===== src/rtl/clk_div_prog.sv =====
// clk_div_prog: runtime-programmable integer clock divider.
//
// Divides clk by any N in 2..2^WIDTH-1. A new divisor is requested with
// load and takes effect at the first period boundary after the load edge,
// so a period never changes part-way through. Divisors below 2 are refused
// and flagged on rej.
//
// Optional feature (macro CLK_DIV_DUTY50_EN): a negedge-retimed copy of the
// output stretches the high phase by half a clk period for odd divisors,
// giving 50% duty. Without the macro, odd N is high (N-1)/2 cycles.
//
// Ports:
//   clk      in   input clock
//   rst      in   asynchronous active-low reset
//   en       in   count enable; low parks the divider with q low
//   div      in   requested divisor, sampled when load=1
//   load     in   one-cycle request to capture div
//   q        out  divided output
//   tick     out  one-cycle pulse at the start of each period
//   div_cur  out  divisor currently in effect
//   rej      out  one-cycle pulse: a load with div<2 was refused
module clk_div_prog #(
  parameter int unsigned WIDTH       = 8,
  parameter int unsigned DEFAULT_DIV = 3
) (
  input  logic             clk,
  input  logic             rst,
  input  logic             en,
  input  logic [WIDTH-1:0] div,
  input  logic             load,
  output logic             q,
  output logic             tick,
  output logic [WIDTH-1:0] div_cur,
  output logic             rej
);

  localparam logic [WIDTH-1:0] One    = WIDTH'(1);
  localparam logic [WIDTH-1:0] Two    = WIDTH'(2);
  localparam logic [WIDTH-1:0] DefDiv = WIDTH'(DEFAULT_DIV);
  localparam logic [WIDTH-1:0] DefCnt = DefDiv - One;

  logic [WIDTH-1:0] cnt_q, cnt_d;
  logic [WIDTH-1:0] div_cur_q, div_cur_d;
  logic [WIDTH-1:0] pend_q, pend_d;
  logic             pend_v_q, pend_v_d;
  logic             q_pos_q, q_pos_d;
  logic             tick_q, tick_d;
  logic             rej_q, rej_d;

  logic [WIDTH-1:0] cnt_max;
  logic             load_ok;
  logic             wrap;

  // div_cur never drops below 2, so cnt_max cannot underflow.
  assign cnt_max = div_cur_q - One;
  assign load_ok = load && (div >= Two);
  assign wrap    = en && (cnt_q == cnt_max);

  always_comb begin
    cnt_d     = cnt_q;
    div_cur_d = div_cur_q;
    pend_d    = pend_q;
    pend_v_d  = pend_v_q;
    q_pos_d   = q_pos_q;
    tick_d    = 1'b0;
    rej_d     = load && !load_ok;

    if (load_ok) begin
      pend_d   = div;
      pend_v_d = 1'b1;
    end

    if (!en) begin
      // Park one step before the wrap so the next enabled edge starts a period.
      cnt_d   = cnt_max;
      q_pos_d = 1'b0;
    end else if (wrap) begin
      cnt_d  = '0;
      tick_d = 1'b1;
      if (pend_v_q) begin
        // The old pending value is applied now; a same-edge load stays queued.
        div_cur_d = pend_q;
        pend_v_d  = load_ok;
      end
      q_pos_d = cnt_d < (div_cur_d >> 1);
    end else begin
      cnt_d   = cnt_q + One;
      q_pos_d = cnt_d < (div_cur_d >> 1);
    end
  end

  always_ff @(posedge clk or negedge rst) begin
    if (!rst) begin
      cnt_q     <= DefCnt;
      div_cur_q <= DefDiv;
      pend_q    <= DefDiv;
      pend_v_q  <= 1'b0;
      q_pos_q   <= 1'b0;
      tick_q    <= 1'b0;
      rej_q     <= 1'b0;
    end else begin
      cnt_q     <= cnt_d;
      div_cur_q <= div_cur_d;
      pend_q    <= pend_d;
      pend_v_q  <= pend_v_d;
      q_pos_q   <= q_pos_d;
      tick_q    <= tick_d;
      rej_q     <= rej_d;
    end
  end

`ifdef CLK_DIV_DUTY50_EN
  logic q_neg_q;

  // Half-cycle delayed copy; ORed in only for odd divisors to extend the high phase.
  always_ff @(negedge clk or negedge rst) begin
    if (!rst) begin
      q_neg_q <= 1'b0;
    end else begin
      q_neg_q <= q_pos_q;
    end
  end

  assign q = q_pos_q | (q_neg_q & div_cur_q[0]);
`else
  assign q = q_pos_q;
`endif

  assign tick    = tick_q;
  assign div_cur = div_cur_q;
  assign rej     = rej_q;

endmodule


===== config.mk =====
export PLATFORM = sky130hd
export DESIGN_NAME = clk_div_prog
export DESIGN_NICKNAME = d
export VERILOG_FILES = /design/src/rtl/clk_div_prog.sv
export SDC_FILE = /design/constraint.sdc
export NUM_CORES = 1
export LEC_CHECK = 0
export CAP_MARGIN = 20
export CORE_MARGIN = 5
export CORE_UTILIZATION = 40
export DETAILED_ROUTE_END_ITERATION = 10
export PLACE_DENSITY = 0.67
export SLEW_MARGIN = 20
export SYNTH_ARGS = -nofsm -noshare
export SYNTH_HDL_FRONTEND = slang
export SYNTH_SLANG_ARGS = --single-unit

===== constraint.sdc =====
create_clock -name clk -period 5.2 [get_ports clk]
set_input_delay 1.04 -clock clk [delete_from_list [all_inputs] [get_ports clk]]
set_output_delay 1.04 -clock clk [all_outputs]
set_load 0.05 [all_outputs]

==> metrics.csv <==
stage,metric,value,unit
outcome,status,"finished, final reports clean",
cells_and_area,synth-to-layout area growth,19.6,%
timing,"Hold Vio Cnt, Final",0,
timing,number of setup violations in the final report,0,
synth,sequential share of the synthesized area,0.429,
cts,CTS Buffer Depth,2,
critical_path,arrival time worst endpoint,3.78,ns
drt,DRC Markers,0,
global_route,Total Routing Usage GR,0.147,
power_and_ir_drop,sw frac,0.465,
cts,root buffer cell,clkbuf_8,
synth,Post-Syn Area,1650,um^2
floorplan,CORE AREA,4000,um^2
synth,fraction of registers with async set/reset,1.00,
cells_and_area,"Design Area, Final",1970,um^2
cells_and_area,"commonest non-fill, non-tap cell in the layout",nand2_1,
power_and_ir_drop,clock share of power,0.081,
floorplan,Die Height,74.2,um
power_and_ir_drop,power share of the sequential group,0.270,
drt,vias per cell,5.13,
timing,RSZ-0062 raised after global routing,no,
synth,syn_nets,180,
cts,post-CTS setup buffer count,0,
global_route,first-pass GRT wire length,6290,um
timing,Slew @ Worst Pin,0.720,ns
synth,"EDFF count, synth",0,
global_route,largest net degree at the start of global routing,29,
cts,hold buffers post-CTS,0,
critical_path,crit path launch type,primary input,
power_and_ir_drop,Cell Int Power,0.000809,W
timing,Setup TNS Final,0,ns
placement,RD Place Congestion,0.828,
power_and_ir_drop,switching power,0.000703,W
global_route,vias in the first global route,1324,
global_route,initial antenna violation count,0,
critical_path,Worst EP required,5.37,ns
synth,Area contributors post-synth,"dfrtp_1, xnor2_1, dfstp_2",
placement,Placed Area,1920,um^2
synth,cells after synthesis,160,
power_and_ir_drop,worst ir drop on vdd,210,uV
floorplan,Starting Density,0.412,
critical_path,critical path class,in2reg,
critical_path,Worst Path Max Fanout,15,
global_route,GRT Residual Overflow,0,
cts,post-cts repair resize count,0,
timing,Final Skew,0.00612,ns
timing,Slew Limit Fails,0,
drt,total number of vias,1200,
drt,post-route antenna net violation count,0,
cts,CTS tree,built,
drt,Pre-Repair DR Iteration Count,4,
floorplan,die width,74.2,um
min_path,Worst Hold Class,reg2reg,
synth,post-synth top area share,0.350,
flow_run,max_cap viols,0,
timing,Fmax,277,MHz
placement,HPWL Detailed,2740,um
cts,clk sinks,28,
synth,largest area contributor in the netlist,dfrtp_1,
cts,H-tree depth,1,
cells_and_area,Final #Nets,205,
drt,Iteration-0 DRC Markers,129,
synth,synthesized area per cell,10.3,um^2
cts,Num CTS Buffers,3,
timing,"Min Clock Period, post-route",3.61,ns
floorplan,number of I/O pins,23,
drt,Routed Wire Length,3500,um
floorplan,# rows,23,
cells_and_area,Inserted Diodes,0,
drt,routed len/inst,15.0,um
cts,"CTS clk-pin slew, worst paths",0.09,ns
cells_and_area,most frequent cells in the layout,"nand2_1, dfrtp_1, clkdlybuf4s50_1",
cts,clk_lat worst skew,0.28,ns
power_and_ir_drop,Gate power share,0.649,
timing,Final period util,0.694,
synth,Cell variety after synth,34,
floorplan,die area,5500,um^2
power_and_ir_drop,P_leak,0.859,nW
synth,Seq cells post-synth,28,
cells_and_area,share of cells above drive strength 1,0.130,
timing,worst rel slew slack,0.517,
synth,"Primary FF master, synth",dfrtp_1,
cells_and_area,Layout Utilization,0.492,
power_and_ir_drop,power density cells,768,nW/um^2
cells_and_area,# fillers,368,
placement,Port-buffer cells,22,
synth,Syn. warnings,0,
critical_path,critical path endpoint category,register,
[cell families after synthesis]
logic type	count (synthesis)	share of synthesized area
flops	28	0.429
buf+inv	14	0.0327
xor+xnor	24	0.136
fa+ha+maj	8	0.0608
simple gates	55	0.176
compound gates	22	0.0851
mux	9	0.0798
[flip-flops by register name, summed over array words and instances, names as in the netlist]
name / cells
tick: 1
pend_v_q: 1
pend_q: 8
cnt_q: 8
rej: 1
q: 1
div_cur: 8
[per-stage QoR]
step	instances	setup slack (ns)	total power (W)	hold WS, ns
finish	234	1.59	0.00151	0.484
detailed placement	230	1.33	0.00140	0.476
floorplan	160	2.34	0.00115	0.446
CTS	234	1.62	0.00153	0.488
global placement	230	1.40	0.00136	0.467
global route	234	1.43	0.00164	0.503
[cells in the mapped netlist (2+ instances only)]
library cell / n
dfstp_2: 5
clkbuf_1: 2
inv_1: 11
o21a_1: 3
a21boi_0: 2
dfrtp_1: 23
o22ai_1: 6
nand3_1: 6
and3_1: 3
nor3_1: 3
nand2_1: 29
xnor2_1: 18
mux2_4: 8
a21oi_1: 4
o21ai_0: 4
xor2_1: 5
nor4_1: 4
ha_1: 8
[per-layer routing]
layer	up-vias	wire length (um)	GRT usage
met5	-	0	0
met4	0	40	0.0402
met3	5	143	0.0270
met2	25	1770	0.255
met1	571	1550	0.188
li1	599	-	-
[final cells by class]
type / count / area (um^2) / share of cell area
flip-flops and latches: 28 / 707 / 0.359
clock buffers: 4 / 45.0 / 0.0229
multi-input cells: 118 / 886 / 0.450
well taps: 50 / 62.6 / 0.0318
inverters: 11 / 41.3 / 0.0210
repair buffers: 23 / 228 / 0.116
[worst max-delay path: stages]
cell and delay, ns:
clkdlybuf4s50_1 0.76, nand3_1 0.13, or4_4 0.58, nor4_4 0.69, nand2_4 0.22, mux2_4 0.34
[final timing paths]
kind / from / end / slack, ns / depth (start not counted)
setup / recovery: en / div_cur[4] / 1.59 / 6
hold / removal: pend_q[1] / pend_q[1] / 0.48 / 2
setup reg to reg: div_cur[0] / div_cur[4] / 1.98 / 8
hold reg to reg: pend_q[1] / pend_q[1] / 0.48 / 2
max in group asynchronous: rst / div_cur[1] / 3.76 / 2
min in group asynchronous: rst / cnt_q[4] / 1.13 / 2
[power groups by stage]
stage / sequential (W) / clock [W] / combinational [W]
2_1_floorplan: 0.000499 / 0 / 0.000655
3_3_place_gp: 0.000408 / 0 / 0.000956
3_5_place_dp: 0.000413 / 0 / 0.000987
4_1_cts: 0.000409 / 0.000126 / 0.000996
5_1_grt: 0.000421 / 0.000136 / 0.00108
6_report: 0.000409 / 0.000123 / 0.000980
(Power assumes the default switching activity.)
